$ cat config.mk
export PLATFORM = sky130hd
export DESIGN_NAME = ieee1500_wsp_ctrl
export DESIGN_NICKNAME = d
export VERILOG_FILES = /design/src/rtl/ieee1500_wsp_ctrl.sv
export SDC_FILE = /design/constraint.sdc
export NUM_CORES = 1
export LEC_CHECK = 0
export BUFFER_PORTS_ARGS = -buffer_cell sky130_fd_sc_hd__buf_2
export CELL_PAD_IN_SITES_DETAIL_PLACEMENT = 1
export CELL_PAD_IN_SITES_GLOBAL_PLACEMENT = 1
export CORE_UTILIZATION = 40
export CTS_CLUSTER_SIZE = 10
export DETAILED_ROUTE_END_ITERATION = 10
export HOLD_SLACK_MARGIN = 0.15
export PLACE_DENSITY = 0.85
export SYNTH_ARGS = -nofsm -noshare
export SYNTH_HDL_FRONTEND = slang
export SYNTH_SLANG_ARGS = --single-unit
$ cat constraint.sdc
create_clock -name clk -period 1.95 [get_ports clk]
set_clock_uncertainty 0.05 [all_clocks]
set_input_delay 0.4875 -clock clk [delete_from_list [all_inputs] [get_ports clk]]
set_output_delay 0.4875 -clock clk [all_outputs]
set_load 0.005 [all_outputs]
$ cat src/rtl/ieee1500_wsp_ctrl.sv
`default_nettype none
// ---------------------------------------------------------------------------
// ieee1500_wsp_ctrl: IEEE 1500 WSP controller with RUNBIST sequencer; WSP_TIMEOUT_EN adds a WAIT timeout. Rev 1.0
// ---------------------------------------------------------------------------
module ieee1500_wsp_ctrl #(
   parameter int unsigned WIR_WIDTH      = 3,
   parameter int unsigned TIMEOUT_CYCLES = 4096
) (
   input  logic        clk,
   input  logic        rst,
   input  logic        wsi,
   output logic        wso,
   input  logic        select_wir,
   input  logic        capture_wr,
   input  logic        shift_wr,
   input  logic        update_wr,
   input  logic [7:0]  wcr_cap,
   input  logic [31:0] wdr_cap,
   input  logic [63:0] wbr_cap,
   output logic [7:0]  wcr_upd,
   output logic [31:0] wdr_upd,
   output logic        mbist_enable,
   output logic        start_bist,
   input  logic        bist_done,
   input  logic        bist_pass,
   output logic        busy,
   output logic        timeout
);

   typedef enum logic [2:0] {CH_BYP, CH_WCR, CH_WDR, CH_WBR, CH_RES} chain_t;
   typedef enum logic [1:0] {IDLE, START, WAIT, DONE} state_t;

   localparam logic [WIR_WIDTH-1:0] C_BYPASS  = '0;
   localparam logic [WIR_WIDTH-1:0] C_WCR     = WIR_WIDTH'(1);
   localparam logic [WIR_WIDTH-1:0] C_WDR     = WIR_WIDTH'(2);
   localparam logic [WIR_WIDTH-1:0] C_WBR     = WIR_WIDTH'(3);
   localparam logic [WIR_WIDTH-1:0] C_RUNBIST = WIR_WIDTH'(4);

   if (WIR_WIDTH < 3 || TIMEOUT_CYCLES < 2) begin : g_param_check
      $error("ieee1500_wsp_ctrl: WIR_WIDTH must be >= 3 and TIMEOUT_CYCLES >= 2");
   end

   logic [WIR_WIDTH-1:0] wir;
   logic [WIR_WIDTH-1:0] wir_sr;
   logic                 byp_sr;
   logic [7:0]           wcr_sr;
   logic [31:0]          wdr_sr;
   logic [63:0]          wbr_sr;
   logic [1:0]           res_sr;
   state_t               state;
   chain_t               chain;
   logic                 done_flag;
   logic                 pass_flag;
   logic                 bist_act;
   logic                 wir_load;
   logic                 load_run;
   logic                 go_start;
   logic                 abort;
   logic                 to_hit;

   always_comb begin
      case (wir)
         C_WCR:     chain = CH_WCR;
         C_WDR:     chain = CH_WDR;
         C_WBR:     chain = CH_WBR;
         C_RUNBIST: chain = CH_RES;
         default:   chain = CH_BYP;
      endcase
   end

   always_comb begin
      wso = byp_sr;
      if (select_wir) begin
         wso = wir_sr[0];
      end else begin
         case (chain)
            CH_WCR:  wso = wcr_sr[0];
            CH_WDR:  wso = wdr_sr[0];
            CH_WBR:  wso = wbr_sr[0];
            CH_RES:  wso = res_sr[0];
            default: wso = byp_sr;
         endcase
      end
   end

   // Only an update that wins the strobe priority can touch the active WIR.
   assign wir_load = update_wr & ~capture_wr & ~shift_wr & select_wir;
   assign load_run = (wir_sr == C_RUNBIST);
   assign go_start = wir_load & load_run & ((state == IDLE) | (state == DONE));
   assign abort    = wir_load & ~load_run;

   always_ff @(posedge clk) begin
      if (rst) begin
         wir     <= C_BYPASS;
         wir_sr  <= '0;
         byp_sr  <= 1'b0;
         wcr_sr  <= '0;
         wdr_sr  <= '0;
         wbr_sr  <= '0;
         res_sr  <= '0;
         wcr_upd <= '0;
         wdr_upd <= '0;
      end else if (capture_wr) begin
         if (select_wir) begin
            wir_sr <= wir;
         end else begin
            case (chain)
               CH_WCR:  wcr_sr <= wcr_cap;
               CH_WDR:  wdr_sr <= wdr_cap;
               CH_WBR:  wbr_sr <= wbr_cap;
               CH_RES:  res_sr <= {done_flag, pass_flag};
               default: byp_sr <= 1'b0;
            endcase
         end
      end else if (shift_wr) begin
         if (select_wir) begin
            wir_sr <= {wsi, wir_sr[WIR_WIDTH-1:1]};
         end else begin
            case (chain)
               CH_WCR:  wcr_sr <= {wsi, wcr_sr[7:1]};
               CH_WDR:  wdr_sr <= {wsi, wdr_sr[31:1]};
               CH_WBR:  wbr_sr <= {wsi, wbr_sr[63:1]};
               CH_RES:  res_sr <= {wsi, res_sr[1]};
               default: byp_sr <= wsi;
            endcase
         end
      end else if (update_wr) begin
         if (select_wir) begin
            wir <= wir_sr;
         end else if (chain == CH_WCR) begin
            wcr_upd <= wcr_sr;
         end else if (chain == CH_WDR) begin
            wdr_upd <= wdr_sr;
         end
      end
   end

   always_ff @(posedge clk) begin
      if (rst) begin
         state      <= IDLE;
         start_bist <= 1'b0;
         busy       <= 1'b0;
         bist_act   <= 1'b0;
         done_flag  <= 1'b0;
         pass_flag  <= 1'b0;
      end else begin
         start_bist <= 1'b0;
         case (state)
            IDLE, DONE: begin
               if (go_start) begin
                  state      <= START;
                  start_bist <= 1'b1;
                  busy       <= 1'b1;
                  bist_act   <= 1'b1;
                  done_flag  <= 1'b0;
                  pass_flag  <= 1'b0;
               end else if (state == DONE && abort) begin
                  state    <= IDLE;
                  bist_act <= 1'b0;
               end
            end
            START: begin
               if (abort) begin
                  state    <= IDLE;
                  busy     <= 1'b0;
                  bist_act <= 1'b0;
               end else begin
                  state <= WAIT;
               end
            end
            WAIT: begin
               if (abort) begin
                  state    <= IDLE;
                  busy     <= 1'b0;
                  bist_act <= 1'b0;
               end else if (bist_done || to_hit) begin
                  state     <= DONE;
                  busy      <= 1'b0;
                  done_flag <= 1'b1;
                  pass_flag <= bist_done & bist_pass;
               end
            end
            default: state <= IDLE;
         endcase
      end
   end

   assign mbist_enable = wcr_upd[0] | bist_act;

`ifdef WSP_TIMEOUT_EN
   localparam int unsigned CW = $clog2(TIMEOUT_CYCLES) + 1;
   logic [CW-1:0] wait_cnt;

   assign to_hit = (wait_cnt == CW'(TIMEOUT_CYCLES - 1));

   always_ff @(posedge clk) begin
      if (rst) begin
         wait_cnt <= '0;
         timeout  <= 1'b0;
      end else begin
         wait_cnt <= (state == WAIT) ? wait_cnt + CW'(1) : '0;
         if (go_start) begin
            timeout <= 1'b0;
         end else if (state == WAIT && !abort && !bist_done && to_hit) begin
            timeout <= 1'b1;
         end
      end
   end
`else
   assign to_hit  = 1'b0;
   assign timeout = 1'b0;
`endif

endmodule
`default_nettype wire

# Word-level counts from Yosys, hierarchy flattened
# Cells that the tools add are included.
dict set report totals {
  regBits 160
  in_bits 113
  output_inout_bits 45
}
dict set report op_classes {
  n_eq_ne 33
  mux 59
  bitwise_logic 15
  reduce_logical 21
}
# cell count
set op_table {}
lappend op_table {{$mux W64} 6}
lappend op_table {{$mux W32} 6}
lappend op_table {{$mux W8} 6}
lappend op_table {{$reduce_and A5 Y1} 6}
lappend op_table {{$mux W2} 11}
lappend op_table {{$ne A2 B2 Y1 const B} 10}
lappend op_table {{$mux W1} 19}
lappend op_table {{$ne A2 B1 Y1 const B} 9}
lappend op_table {{$eq A3 B2 Y1 const B} 4}
lappend op_table {{$mux W3} 4}
lappend op_table {{$pmux W3 S4} 1}
lappend op_table {{$eq A3 B3 Y1 const B} 3}
lappend op_table {{$reduce_and A4 Y1} 2}
lappend op_table {{$and A1 B1 Y1} 7}
lappend op_table {{$eq A3 B1 Y1 const B} 2}
lappend op_table {{$ne A3 B3 Y1 const B} 2}
lappend op_table {{$not A1 Y1} 6}
lappend op_table {{$pmux W1 S2} 3}
lappend op_table {{$pmux W2 S3} 1}
lappend op_table {{$reduce_and A3 Y1} 2}
lappend op_table {{$reduce_and A6 Y1} 1}
lappend op_table {{$reduce_or A2 Y1} 3}
lappend op_table {{$eq A2 B2 Y1 const B} 2}
lappend op_table {{$pmux W1 S4} 1}
lappend op_table {{other kinds (8)} 11}

# Longest topological paths before layout
# Gate-level depths: netlist of run 1.
dict set report logic_depth {
  word_depth 9
  ltp_mapped 7
  ltp_nobuf 6
}

# Worst setup path after synthesis of run 1
# Ideal clock, no wire load.
dict set report synth_path {
  path_type {flip-flop to output port}
  startpoint {reg wir[2]}
  endpoint {out wso}
  t_arrival_ps 1234
  required_time_ps 1412
  setup_slack_ps 179
  path_stages_with_launch 5
  path_buffers 1
  path_cell_list {dfxtp_1 buf_2 or3_1 a21bo_2 a32oi_1}
}
dict set report synth_via {
  elab_chain_len 5
  elab_cells_between_ends 11
  cone_classes {8 x eq/ne; 3 x mux}
}
# item line_no
set synth_rtl {}
lappend synth_rtl {{from (decl)} 43} ;# logic [WIR_WIDTH-1:0] wir;
lappend synth_rtl {{from (signal assigned)} 129} ;# wir <= wir_sr;
lappend synth_rtl {{$eq A3 B3 Y1 (tied with other cells)} 62} ;# case (wir)
lappend synth_rtl {{$pmux W3 S4 (*)} 62}
lappend synth_rtl {{$eq A3 B3 Y1 (tied with other cells)} 76} ;# case (chain)
lappend synth_rtl {{$pmux W1 S4 (*)} 76}
lappend synth_rtl {{$mux W1 (*)} 73} ;# if (select_wir) begin
lappend synth_rtl {{to (decl)} 12} ;# output logic wso,
# Mark *: on every way between the ends. The rest lies on a longest branch, timed or not.

# Worst setup path after layout of run 1
# Same ends and word-level chain as after synthesis.

==> results of run 1 <==
==> through the flow <==
step,std cells,total power (W),hold WS (ns),utilization [%],worst slack [ns]
floorplan,749,0.00366,0.387,-,0.179
global placement,1085,0.00386,0.390,47.0,0.0873
detailed placement,1085,0.00387,0.396,47.0,-0.0274
CTS,1120,0.00697,0.259,50.2,-0.244
global route,1120,0.00715,0.272,50.2,-0.307
finish,1120,0.00686,0.281,50.2,-0.219
==> worst paths after layout <==
path / start / end / slack (ns) / cells after the start
worst min-delay path: rst / state[1] / 0.28 / 2
worst max-delay path: wir[2] / wso / -0.22 / 4
worst min register to register: wdr_upd[16] / wdr_upd[16] / 0.40 / 2
worst max register to register: wir[2] / wbr_sr[46] / 0.29 / 5
==> cell usage in the layout, fill, tap and decap left out, drive strengths merged, types with 4 or more instances in the layout <==
cell type / synthesis / layout
nor2: 119 / 119
inv: 5 / 9
clkbuf: 24 / 17
buf: 44 / 182
dfxtp: 160 / 160
nand3: 5 / 5
o21ai: 4 / 4
a21oi: 44 / 44
clkinv: 0 / 9
mux2i: 114 / 114
nand2: 79 / 79
a31oi: 4 / 4
a211oi: 108 / 108
==> where the power goes <==
part	leakage (nW)	switching (W)	internal (W)
sequential	1.29	0.0000145	0.00328
clock	0.265	0.00142	0.00164
combinational	1.95	0.000269	0.000234
==> repair_timing <==
item	4_1_cts	5_1_grt
endpoints found under the setup margin	1	1
gates resized for setup	4	2
setup buffers	3	0
==> final cells by class <==
class | count | area, µm²
timing repair buffer | 182 | 1130
inverter | 5 | 18.8
multi-input combinational | 516 | 3630
clock inverter | 15 | 113
clock buffer | 17 | 425
tap | 225 | 282
fill | 2051 | 8730
sequential | 160 | 3210
==> critical path: cells and delay by family, from the launching register on <==
| kind | cells | cell delay, ns |
|---|---|---|
| and+or+nand+nor | 1 | 0.39 |
| buffers and inverters | 1 | 0.15 |
| AOI/OAI and AO/OA | 2 | 0.37 |
| DFF | 1 | 0.32 |
==> state kept, by name (all words and copies together), names as in the netlist <==
signal	cells
wir	3
res_sr	2
busy	1
wbr_sr	64
wcr_upd	8
wir_sr	3
byp_sr	1
pass_flag	1
state	2
wcr_sr	8
done_flag	1
bist_act	1
wdr_upd	32
start_bist	1
wdr_sr	32
==> metal layers <==
metal	global-route usage [%]	wire, µm	up-vias
li1	-	-	2918
met1	24.6	8240	2775
met2	34.3	8820	124
met3	4.44	836	26
met4	7.08	323	0
met5	0	0	-
==> cells by family (layout without fill, tap and decap cells) <==
logic type,after synthesis,in the layout,synth area share (%)
multiplexers,116,116,16.0
adder cells (fa/ha/maj),3,3,0.516
AO/OA/AOI/OAI,171,171,20.0
AND/OR/NAND/NOR,225,225,13.3
flip-flops,160,160,44.0
buffers and inverters,73,219,6.17
other,1,1,0.0515
==> results.toml, run 1 <==
[clock_tree]
cts_sinks = 160
htreeDepth = 4
clkLatencyLatePin_ns = 0.42
cts_tree = "yes"
path_clk_slew_ns = 0.07
clockBufferDepth = 2
cts_hold_buf = 0
root_buffer = "clkbuf_16"
cts_made_buffers = 17

[pwr]
ir_worst_vdd_mv = 0.600
powerDensity_nw_per_um2 = 779
p_leak_nw = 3.50

[sta]
hold_violations = 0
setup_violations = 1
slew_viol_final = 0
rsz0062_at_grt = "true"
period_share_pct = 111
fmax_mhz = 461
period_minus_slack_ns = 2.17
fin_ws_ns = -0.219
setup_tns_ns = -0.219

[outcome]
violations = "setup timing"
status = "finished with violations"

[floorplan]
io-pin-count = 158
core_um2 = 17500
row_count = 48
dieArea_um2 = 18700
start_util_pct = 41.5
die_w_um = 137
die_y_um = 137

[grt]
antenna_found_initial = 0
grt_max_degree = 64
first_global_vias = 6019
gr-total-overflow = 0
track_usage_pct = 20.0
grt_pass1_wl_um = 29500

[worst_setup_path]
critical-path-max-stage-delay_ns = 0.39
crit_chain = "or3_4 > a21bo_2 > a32oi_1 > buf_2"
cp_data_arrival_time_ns = 1.63
cpMaxStageDelayCell = "or3_4"
endpoint_kind = "output port"
worstPathRequired_ns = 1.41
start_kind = "flip-flop"
crit_path_max_fanout = 2
critPathKind = "reg2out"

[route]
wl_per_cell_um = 16.3
vias_per_cell = 5.22
num_vias = 5843
drt_pass1_iterations = 6
drt_iter0_drc = 217
totalWireLength_um = 18200
drcViolationCount = 0
ant_nets = 0

[synthesis]
yosys-top-cells-count = "dfxtp_1, nor2_1, mux2i_1"
synth_cells = 749
netlist_area_um2 = 7280
synth_area_per_cell_um2 = 9.72
ys_types = 46
synth_edf_count = 0
async_flop_share_pct = 0
yosysSeqAreaShare_pct = 44.0
synthFlopType = "dfxtp_1"
synth_top_cell_by_area = "dfxtp_1"
synth_most_common_cell = "dfxtp_1"
synthTopCellsByArea = "dfxtp_1, mux2i_1, a211oi_2"
synth.top_cell.area_share_pct = 44.0
syn_nets = 865
yosys_warnings = 0
synth-seq-cells = 160

[placed_design]
dp_hpwl_um = 12500
gp_congestion = 0.734
io_buffers = 156
dpl_cell_area_um2 = 8240

[final_layout]
syn_to_final_growth_pct = 21.0
layout.nets = 998
n_antenna_cell = 0
finalInstanceArea_um2 = 8810
drive_gt1_share_pct = 32.1

[run]
drv_cap = 0

[min_path]
hold_class = "in2reg"
No activity file was read; power rests on OpenSTA's default activity.
==> run 2: changes to the inputs <==
CORE_MARGIN = 3   (was unset)
==> results.toml, run 2 (synthesis gave the netlist of run 1 again) <==
[sta]
fin_ws_ns = -0.231
period_minus_slack_ns = 2.18
rsz0062_at_grt = "true"
slew_viol_final = 0
fmax_mhz = 459
hold_violations = 0
setup_violations = 1
period_share_pct = 112
whs_ns = 0.282

[worst_setup_path]
critical-path-max-stage-delay_ns = 0.36
r2r_setup_slack_ns = 0.31
critPathKind = "reg2out"
worst-r2r-cell-count = 6
worstPathRequired_ns = 1.41
regToRegEndpoint = "wdr_sr[5]"
endpoint_kind = "output port"
start_kind = "flip-flop"
cpMaxStageDelayCell = "dfxtp_4"
r2r-start = "wir[2]"
startpoint = "wir[1]"
crit_path_max_fanout = 6
crit_chain = "or3_4 > a21bo_2 > a32oi_1 > buf_2"
cp_data_arrival_time_ns = 1.64

[floorplan]
die_w_um = 141
die_y_um = 141
start_util_pct = 41.5
core_um2 = 17500
dieArea_um2 = 19900
row_count = 48
io-pin-count = 158

[final_layout]
largest_reg_flops = 64
regMostFlops = "wbr_sr"
syn_to_final_growth_pct = 22.2
final_common_cell = "dfxtp_1"
final_cell_mix = "dfxtp_1, buf_2, nor2_1"
layout.nets = 1002
finalInstanceArea_um2 = 8900
reg.largest.list = "wbr_sr x64, wdr_sr x32, wdr_upd x32"
drive_gt1_share_pct = 32.1

[pwr]
switching_share_pct = 21.7
powerDensity_nw_per_um2 = 826
ir_worst_vdd_mv = 0.593
p_int_w = 0.00575
combPwrFrac_pct = 6.8
p_seq_share_pct = 44.8
clockPowerShare_pct = 48.4
p_leak_nw = 3.56
finalPower_w = 0.00735
p_sw_w = 0.00160

[clock_tree]
htreeDepth = 4
path_clk_slew_ns = 0.06
cts_tree = "yes"
clockBufferDepth = 2
cts_hold_buf = 0
cts_made_buffers = 17
cts_sinks = 160
clkLatencyLatePin_ns = 0.41
root_buffer = "clkbuf_16"

[route]
vias_per_cell = 5.21
drcViolationCount = 0
drt_iter0_drc = 190
wl_per_cell_um = 16.5
totalWireLength_um = 18500
num_vias = 5849
ant_nets = 0
drt_pass1_iterations = 4

[grt]
antenna_found_initial = 1
gr-total-overflow = 0
first_global_vias = 6098
track_usage_pct = 18.6
grt_pass1_wl_um = 30400
grt_max_degree = 62

[placed_design]
dp_hpwl_um = 12700
gp_congestion = 0.772
dpl_cell_area_um2 = 8260
io_buffers = 156

[min_path]
whs_endpoint = "pass_flag"
hold_class = "in2reg"
whs_path_depth = 3
worstHoldStart = "bist_pass"

[run]
drv_cap = 0

[outcome]
violations = "setup timing"
status = "finished with violations"
-- run 2: cell count changes in the layout (fill, tap and decap cells not counted) --
cell / delta
buf_12: -2
buf_4: +5
buf_6: +1
bufinv_16: +5
clkinv_4: -4
clkinvlp_4: -1
diode_2: +1
inv_6: -2
inv_8: -1
o21ai_0: +1
o21ai_1: -1
-- run 2: worst max-delay path: cells and delay by family (launching register included) --
family,cells,cell delay [ns]
compound gates,2,0.38
flops,1,0.36
simple gates,1,0.33
buf+inv,1,0.16
-- run 2: power groups by stage --
stage	registers (W)	logic (W)	clock network (W)
global route	0.00330	0.000548	0.00379
finish	0.00330	0.000500	0.00355
global placement	0.00337	0.000491	0
floorplan	0.00337	0.000296	0
CTS	0.00329	0.000507	0.00364
detailed placement	0.00337	0.000499	0
-- run 2: metrics by stage --
stage / setup WS, ns / utilization [%] / instances / setup TNS (ns)
2_1_floorplan: 0.179 / - / 749 / 0
3_3_place_gp: 0.115 / 47.1 / 1091 / 0
3_5_place_dp: 0.0414 / 47.1 / 1091 / 0
4_1_cts: -0.256 / 50.7 / 1121 / -0.256
5_1_grt: -0.287 / 50.7 / 1122 / -0.287
6_report: -0.231 / 50.7 / 1122 / -0.231
-- run 2: how the worst max path moves through the flow --
stage            endpoint  depth (start not counted)
2_1_floorplan         wso                          4
6_report              wso                          4
5_1_grt               wso                          4
4_1_cts               wso                          4
3_5_place_dp   wbr_sr[50]                          6
3_3_place_gp   wbr_sr[20]                          6
-- run 2: cell type report --
cell class	instances	area, µm²
fillers	2070	8640
multi-input cells	516	3630
flip-flops and latches	160	3210
repair buffers	186	1130
clock buffers	17	425
well taps	225	282
clock inverters	12	191
inverters	5	18.8
diodes	1	2.50
-- run 2: timing repair --
item / in CTS / in global routing
setup endpoints to repair: 1 / 1
pin swaps: 3 / 1
gates resized for setup: 3 / 3
endpoints found under the hold margin: 0 / 0
setup buffers: 1 / 0
-- run 2: per-layer routing --
| layer | GRT usage (%) | up-vias | wire [µm] |
|---|---|---|---|
| met2 | 31.5 | 130 | 8920 |
| met1 | 23.4 | 2782 | 8390 |
| met5 | 0 | - | 0 |
| li1 | - | 2918 | - |
| met4 | 6.27 | 0 | 286 |
| met3 | 4.41 | 19 | 925 |
==> run 3: changes to the inputs <==
CORE_UTILIZATION = 37   (was 40)
PLACE_DENSITY = 0.83   (was 0.85)
clock period = 1.9 ns   (was 1.95 ns; I/O delays follow)
==> results.toml, run 3 (synthesis gave the netlist of run 1 again) <==
[floorplan]
start_util_pct = 38.3
dieArea_um2 = 21400
io-pin-count = 158
row_count = 50
die_w_um = 146
core_um2 = 19000
die_y_um = 146

[sta]
slew_viol_final = 0
whs_ns = 0.282
setup_violations = 1
period_share_pct = 113
period_minus_slack_ns = 2.16
fin_ws_ns = -0.256
fmax_mhz = 464
hold_violations = 0
rsz0062_at_grt = "true"

[route]
drt_pass1_iterations = 4
totalWireLength_um = 17800
vias_per_cell = 5.02
num_vias = 5819
drcViolationCount = 0
wl_per_cell_um = 15.4
ant_nets = 0
drt_iter0_drc = 208

[final_layout]
reg.largest.list = "wbr_sr x64, wdr_sr x32, wdr_upd x32"
utilization_pct = 47.1
final_cell_mix = "dfxtp_1, buf_2, nor2_1"
layout.nets = 1001
syn_to_final_growth_pct = 23.0
regMostFlops = "wbr_sr"
fin_cells = 1159
finalInstanceArea_um2 = 8950
largest_reg_flops = 64
final_common_cell = "dfxtp_1"
drive_gt1_share_pct = 31.7

[min_path]
hold_class = "in2reg"

[clock_tree]
cts_made_buffers = 17
root_buffer = "clkbuf_16"
clkLatencyLatePin_ns = 0.41
htreeDepth = 4
cts_tree = "yes"
clockBufferDepth = 2
cts_hold_buf = 0
path_clk_slew_ns = 0.06
cts_sinks = 160

[placed_design]
place_inst = 1125
io_buffers = 156
dp_hpwl_um = 12500
gp_congestion = 0.778
dpl_cell_area_um2 = 8330

[run]
drv_cap = 0

[outcome]
violations = "setup timing"
status = "finished with violations"

[worst_setup_path]
critPathKind = "reg2out"
cp-endpoint = "wso"
r2r_setup_slack_ns = 0.23
r2r-start = "wir[2]"
start_kind = "flip-flop"
crit_path_max_fanout = 2
cp_data_arrival_time_ns = 1.63
worst-r2r-cell-count = 6
worstPathRequired_ns = 1.37
endpoint_kind = "output port"
regToRegEndpoint = "wdr_sr[2]"
startpoint = "wir[2]"

[grt]
gr-total-overflow = 0
grt_max_degree = 65
grt_pass1_wl_um = 29500
first_global_vias = 5882
antenna_found_initial = 0
track_usage_pct = 16.6

[pwr]
p_leak_nw = 3.55
powerDensity_nw_per_um2 = 831
ir_worst_vdd_mv = 0.640
[run 3: cell type report]
type                            instances  area, µm²
Timing Repair Buffer                  185       1160
Multi-Input combinational cell        516       3630
Clock inverter                         11        164
Antenna cell                            1       2.50
Tap cell                              260        325
Sequential cell                       160       3210
Fill cell                            2203      10100
Inverter                                5       18.8
Clock buffer                           21        440
[run 3: per-layer routing]
| layer | vias up | GRT usage (%) | share of wire, % |
|---|---|---|---|
| met5 | - | 0 | 0 |
| met4 | 0 | 4.66 | 0.70 |
| met3 | 8 | 3.94 | 5.1 |
| met2 | 134 | 27.5 | 47 |
| met1 | 2761 | 21.6 | 47 |
| li1 | 2916 | - | - |
[run 3: what timing repair did]
action | CTS | global route
endpoints found under the setup margin | 1 | 1
resized for setup | 4 | 0
pin swaps | 2 | 1
setup buffers | 1 | 0
[run 3: report_power, final]
group	switching, W	internal, W
Clock	0.00136	0.00219
Combinational	0.000273	0.000240
Sequential	0.0000143	0.00337
[run 3: through the flow]
step	setup TNS, ns	power [W]	worst slack, ns
after floorplan	0	0.00376	0.142
after global placement	0	0.00397	0.0547
after detailed placement	0	0.00398	0.0114
after CTS	-0.314	0.00756	-0.314
after global routing	-0.335	0.00779	-0.335
final	-0.256	0.00745	-0.256
[run 3: worst min path at each step]
stage	from	endpoint	slack, ns	cells past startpoint
after detailed placement	wdr_upd[20]	wdr_upd[20]	0.40	2
after CTS	bist_pass	pass_flag	0.26	3
after global placement	wdr_upd[25]	wdr_upd[25]	0.39	2
final	bist_pass	pass_flag	0.28	3
after global routing	bist_pass	pass_flag	0.30	3
after floorplan	done_flag	done_flag	0.39	2
[run 3: worst max-delay path, stage by stage, from the launching register on]
cell     delay, ns
dfxtp_2       0.32
or3_4         0.38
a21bo_2       0.20
a32oi_1       0.17
buf_2         0.15
